## src/rtl/fifo_uart_pkg.sv

```systemverilog
// Shared types and constants for the FIFO-fed UART transmitter.
package fifo_uart_pkg;

  localparam int unsigned DATA_BITS = 8;
  localparam int unsigned BIT_IDX_W = $clog2(DATA_BITS);
  localparam logic        LINE_IDLE  = 1'b1;
  localparam logic        LINE_START = 1'b0;

  typedef enum logic [2:0] {
    ST_IDLE,
    ST_FETCH,
    ST_LOAD,
    ST_START,
    ST_DATA,
    ST_STOP
  } tx_state_e;

  // Serial line level for a given state; only DATA depends on the payload.
  function automatic logic line_level(input tx_state_e state, input logic data_bit);
    case (state)
      ST_START: return LINE_START;
      ST_DATA:  return data_bit;
      default:  return LINE_IDLE;
    endcase
  endfunction

endpackage

```

## src/rtl/uart_bit_timer.sv

```systemverilog
// Baud-rate counter: bit_tick_o marks the last clock of each CLKS_PER_BIT-long bit.
module uart_bit_timer #(
  parameter int unsigned CLKS_PER_BIT = 434
) (
  input  logic clk,
  input  logic rst_n,
  input  logic restart_i,
  output logic bit_tick_o
);

  localparam int unsigned          CNT_W = $clog2(CLKS_PER_BIT);
  localparam logic [CNT_W-1:0]     LAST  = CNT_W'(CLKS_PER_BIT - 1);

  logic [CNT_W-1:0] cnt_q;
  logic [CNT_W-1:0] cnt_d;

  assign bit_tick_o = (cnt_q == LAST);

  // Restart wins so every new state begins its first bit at count zero.
  always_comb begin
    cnt_d = cnt_q + 1'b1;
    if (restart_i || bit_tick_o) begin
      cnt_d = '0;
    end
  end

  always_ff @(posedge clk or negedge rst_n) begin
    if (!rst_n) begin
      cnt_q <= '0;
    end else begin
      cnt_q <= cnt_d;
    end
  end

endmodule

```

## src/rtl/fifo_uart_tx.sv

```systemverilog
// Reads bytes from the read side of an async FIFO and shifts them out as 8N1/8N2 UART frames.
module fifo_uart_tx
  import fifo_uart_pkg::*;
#(
  parameter int unsigned CLKS_PER_BIT = 434,
  parameter int unsigned STOP_BITS    = 1
) (
  input  logic                 rd_clk,
  input  logic                 rd_rst_n,
  input  logic                 fifo_empty,
  input  logic [DATA_BITS-1:0] fifo_rd_data,
  output logic                 fifo_rd_en,
  input  logic                 tx_en,
  output logic                 uart_tx,
  output logic                 tx_busy,
  output logic                 byte_done
);

  localparam logic [BIT_IDX_W-1:0] LAST_BIT  = BIT_IDX_W'(DATA_BITS - 1);
  localparam logic                 STOP_LAST = (STOP_BITS == 2);

  tx_state_e              state_q, state_d;
  logic [DATA_BITS-1:0]   shift_q, shift_d;
  logic [BIT_IDX_W-1:0]   bit_idx_q, bit_idx_d;
  logic                   stop_idx_q, stop_idx_d;
  logic                   uart_tx_q, uart_tx_d;
  logic                   armed_q;
  logic                   bit_tick;
  logic                   timer_restart;
  logic                   can_fetch;

  // armed_q delays the first fetch after reset release by one edge.
  assign can_fetch     = tx_en && !fifo_empty && armed_q;
  assign timer_restart = (state_d != state_q);

  uart_bit_timer #(
    .CLKS_PER_BIT (CLKS_PER_BIT)
  ) u_bit_timer (
    .clk        (rd_clk),
    .rst_n      (rd_rst_n),
    .restart_i  (timer_restart),
    .bit_tick_o (bit_tick)
  );

  always_comb begin
    // NOTE: every variable gets a default first so no path through the case infers a latch.
    state_d    = state_q;
    shift_d    = shift_q;
    bit_idx_d  = bit_idx_q;
    stop_idx_d = stop_idx_q;
    byte_done  = 1'b0;

    case (state_q)
      ST_IDLE: begin
        if (can_fetch) state_d = ST_FETCH;
      end
      ST_FETCH: begin
        state_d = ST_LOAD;
      end
      ST_LOAD: begin
        shift_d = fifo_rd_data;
        state_d = ST_START;
      end
      ST_START: begin
        if (bit_tick) begin
          bit_idx_d = '0;
          state_d   = ST_DATA;
        end
      end
      ST_DATA: begin
        if (bit_tick) begin
          shift_d = shift_q >> 1;
          if (bit_idx_q == LAST_BIT) begin
            stop_idx_d = 1'b0;
            state_d    = ST_STOP;
          end else begin
            bit_idx_d = bit_idx_q + 1'b1;
          end
        end
      end
      ST_STOP: begin
        if (bit_tick) begin
          if (stop_idx_q == STOP_LAST) begin
            byte_done = 1'b1;
            state_d   = can_fetch ? ST_FETCH : ST_IDLE;
          end else begin
            stop_idx_d = 1'b1;
          end
        end
      end
      default: begin
        state_d = ST_IDLE;
      end
    endcase

    // The pin register is loaded from next-state so it lines up with state_q.
    uart_tx_d = line_level(state_d, shift_d[0]);
  end

  always_ff @(posedge rd_clk or negedge rd_rst_n) begin
    if (!rd_rst_n) begin
      state_q    <= ST_IDLE;
      shift_q    <= '0;
      bit_idx_q  <= '0;
      stop_idx_q <= 1'b0;
      uart_tx_q  <= LINE_IDLE;
      armed_q    <= 1'b0;
    end else begin
      // NOTE: non-blocking assignments so all state updates see pre-edge values.
      state_q    <= state_d;
      shift_q    <= shift_d;
      bit_idx_q  <= bit_idx_d;
      stop_idx_q <= stop_idx_d;
      uart_tx_q  <= uart_tx_d;
      armed_q    <= 1'b1;
    end
  end

  assign uart_tx    = uart_tx_q;
  assign fifo_rd_en = (state_q == ST_FETCH);
  assign tx_busy    = (state_q != ST_IDLE);

endmodule
```

## config.mk

```make
export PLATFORM = sky130hd
export DESIGN_NAME = fifo_uart_tx
export DESIGN_NICKNAME = d
export VERILOG_FILES = /design/src/rtl/fifo_uart_pkg.sv /design/src/rtl/uart_bit_timer.sv /design/src/rtl/fifo_uart_tx.sv
export SDC_FILE = /design/constraint.sdc
export NUM_CORES = 1
export LEC_CHECK = 0
export ABC_CLOCK_PERIOD_IN_PS = 4000
export CORE_UTILIZATION = 25
export CTS_BUF_LIST = sky130_fd_sc_hd__clkbuf_16
export CTS_CLUSTER_SIZE = 20
export DETAILED_ROUTE_END_ITERATION = 12
export HOLD_SLACK_MARGIN = 0.05
export PLACE_DENSITY = 0.51
export SLEW_MARGIN = 5
export SYNTH_ARGS = -nofsm -noshare
export SYNTH_HDL_FRONTEND = slang
export SYNTH_SLANG_ARGS = --single-unit
```

## constraint.sdc

```tcl
create_clock -name rd_clk -period 4 [get_ports rd_clk]
set_input_delay 0.8 -clock rd_clk [delete_from_list [all_inputs] [get_ports rd_clk]]
set_output_delay 0.8 -clock rd_clk [all_outputs]
set_load 0.005 [all_outputs]
```

==> flow_summary_export.csv <==
group,metric,value,unit
status,outcome,"finished, final reports clean",
drt,ant_nets,0,
final_layout,diodes,0,
place,place_hpwl,2.01,mm
drt,dr.pass1.iters,4,
clocking,cts_root_buf,"clkbuf_16",
critical_path,crit_chain,"inv_1 > ha_1 > and4b_1 > nand2_1 > nor3_1 > clkdlybuf4s50_1",
sta,finalCritPeriodShare,0.694,
critical_path,critical_path_buf_inv_count,2,
yosys,synth-edff-count,0,
sta,slew-limit-headroom,0.406,
critical_path,worstPathArrival,1.98,ns
sta,final_max_slew_viol_count,0,
power,power.density,305,nW/um^2
sta,rsz0062_at_grt,"false",
drt,drt-initial-drc-count,78,
hold_path,min_path_type,"reg -> reg",
clocking,cts_tree,"yes",
critical_path,slowest_delay,0.53,ns
clocking,cts_buffers,3,
drt,vias,1053,
critical_path,required,3.20,ns
critical_path,path_delay_family,"buffers and inverters",
sta,finalHoldViolCount,0,
yosys,async_flop_share,1.00,
final_layout,final_nets,161,
final_layout,fill_cells,551,
grt,grt_first_pass_wirelength,4.91,mm
yosys,ys_ff_latch,25,
final_layout,final_layout_size_suffix_gt1_frac,0.0972,
drt,drcViolationCount,0,
power,total_leakage_power,0.762,nW
yosys,ys.flop_type,"dfrtp_1",
yosys,avgSynthCellArea,10.6,sq um
final_layout,final_cell_mix,"24 x dfrtp_1, 15 x clkdlybuf4s50_1, 13 x nor3_1",
yosys,ys_types,44,
final_layout,final_common_cell,"dfrtp_1",
floorplanning,rows,26,
grt,overflow,0,
yosys,synth-seq-area-share,0.457,
power,p_int,407,uW
yosys,yosys_warnings,0,
floorplanning,core_region_area,5200,sq um
sta,setup_viol,0,
power,p_switching,105,uW
job,drv_cap,0,
yosys,yosys.area.top_type,"dfrtp_1",
power,combPwrFrac,0.044,
power,p_sw_frac,0.205,
grt,grt_start_max_net_pins,26,
clocking,clk_pin_slew,0.07,ns
grt,grt_use_met3,0.0323,
sta,tightest_slew,0.887,ns
place,gp_congestion,0.821,
floorplanning,dieArea,5790,sq um
clocking,cts_max_level,1,
floorplanning,chipHeight,76.1,um
critical_path,critPathKind,"reg -> out",
yosys,yosysTopAreaCellShare,0.438,
clocking,cts_hold_buf,0,
floorplanning,die_w,76.1,um
clocking,cts_setup_buffers,0,
drt,wire_per_inst,13.5,um
yosys,synthCells,129,
sta,fin_skew,0.00250,ns
clocking,cts-resized-gates,0,
clocking,cts_sinks,25,
clocking,clock_path_buffers,2,
grt,grt_antenna_before_repair,0,
critical_path,worst-path-max-fanout,4,
yosys,synth_area_leaders,"dfrtp_1 44%, a22o_1 5.7%, nor3_1 4.7%",
sta,setup_tns,0,ns
sta,hold_ws,0.477,ns
critical_path,crit_path_end_kind,"primary output",
power,seqPwrFrac,0.508,
floorplanning,io_pins,16,
drt,avgViaCountPerCell,4.92,
critical_path,start_kind,"flip-flop",
grt,grt_use_met2,0.165,
yosys,syn_area,1370,sq um
critical_path,slowest_stage,"clkdlybuf4s50_1",
yosys,syn_nets,145,
grt,use_met1,0.140,
power,clkPwrFrac,0.448,
drt,wl,2.88,mm
power,vdd_drop_max,0.000143,V
sta,max_freq,0.360,GHz
grt,grt_pass1_vias,1031,
place,io_buffers,15,
clocking,insertion_delay,0.26,ns
grt,top_usage_layer,"met2",
floorplanning,start_util,0.263,
grt,grt_usage,0.108,
sta,fin_crit,2.78,ns
final_layout,area_delta_synth_final,22.2,%
## through the flow
stage	setup slack (ns)	total power, mW	area, sq um	instances	util
4_1_cts	1.23	0.521	1680	214	0.322
3_3_place_gp	1.55	0.287	1590	210	0.306
6_report	1.22	0.512	1680	214	0.322
2_1_floorplan	2.12	0.269	1370	129	-
3_5_place_dp	1.52	0.288	1590	210	0.306
5_1_grt	1.07	0.538	1680	214	0.322
## synth_stat cells, drive strengths merged (2+ instances only)
cell type,count
nor3,13
nor2,7
o21ai,2
mux2i,3
nand4,2
nand2,8
buf,4
a21oi,3
a211o,2
xnor2,5
inv,5
nand3,3
nand3b,2
xor2,2
a22o,9
dfrtp,24
nand2b,2
a31oi,2
a21o,6
ha,4
## flip-flops by register name (all words and copies together), names as in the netlist
register / count
state_q: 3
armed_q: 1
shift_q: 8
u_bit_timer.cnt_q: 9
uart_tx: 1
bit_idx_q: 3
## cells by family (layout without fill, tap and decap cells)
kind of cell / Yosys count / count (layout) / share of synthesized area
fa+ha+maj: 4 / 4 / 0.0365
mux: 4 / 4 / 0.0328
buf+inv: 10 / 25 / 0.0310
other cells: 1 / 1 / 0.00273
flops: 25 / 25 / 0.457
compound gates: 30 / 30 / 0.166
simple gates: 48 / 48 / 0.229
xor+xnor: 7 / 7 / 0.0447
## power by group through the flow
stage / Sequential (mW) / Clock (mW) / Combinational [mW]
CTS: 0.260 / 0.239 / 0.0232
global route: 0.260 / 0.253 / 0.0251
floorplan: 0.264 / 0 / 0.00501
detailed placement: 0.264 / 0 / 0.0231
finish: 0.260 / 0.230 / 0.0225
global placement: 0.264 / 0 / 0.0228
## per-layer routing
metal | wire, um | part of all wire
met5 | 0 | 0
met1 | 1390 | 0.48
met4 | 48 | 0.017
met3 | 123 | 0.043
met2 | 1320 | 0.46
## layout make-up
class,instances,area [sq um],area share
Tap cell,70,87.6,0.0523
Inverter,5,18.8,0.0112
Sequential cell,25,627,0.374
Clock inverter,1,7.51,0.00448
Timing Repair Buffer,16,158,0.0941
Clock buffer,3,75.1,0.0448
Multi-Input combinational cell,94,702,0.419
## worst register-to-register path, cell delays in order (launching register included)
cell and delay [ns]:
dfrtp_1 0.41, inv_1 0.07, ha_1 0.17, nand4b_2 0.20
nor2_1 0.73, nand2_1 0.22, mux2_4 0.31
## worst paths after layout
kind / cells after the start / start / end / slack, ns
min: 1 / shift_q[3]$_DFFE_PN0P_ / shift_q[3]$_DFFE_PN0P_ / 0.48
max in group asynchronous: 2 / rd_rst_n / uart_tx$_DFF_PN1_ / 2.79
max reg2reg: 6 / u_bit_timer.cnt_q[1]$_DFF_PN0_ / bit_idx_q[0]$_DFFE_PN0P_ / 1.77
max: 6 / u_bit_timer.cnt_q[1]$_DFF_PN0_ / byte_done / 1.22
min in group asynchronous: 2 / rd_rst_n / u_bit_timer.cnt_q[1]$_DFF_PN0_ / 0.90
min reg2reg: 1 / shift_q[3]$_DFFE_PN0P_ / shift_q[3]$_DFFE_PN0P_ / 0.48
Note: power is estimated with default switching activity, not from simulation.
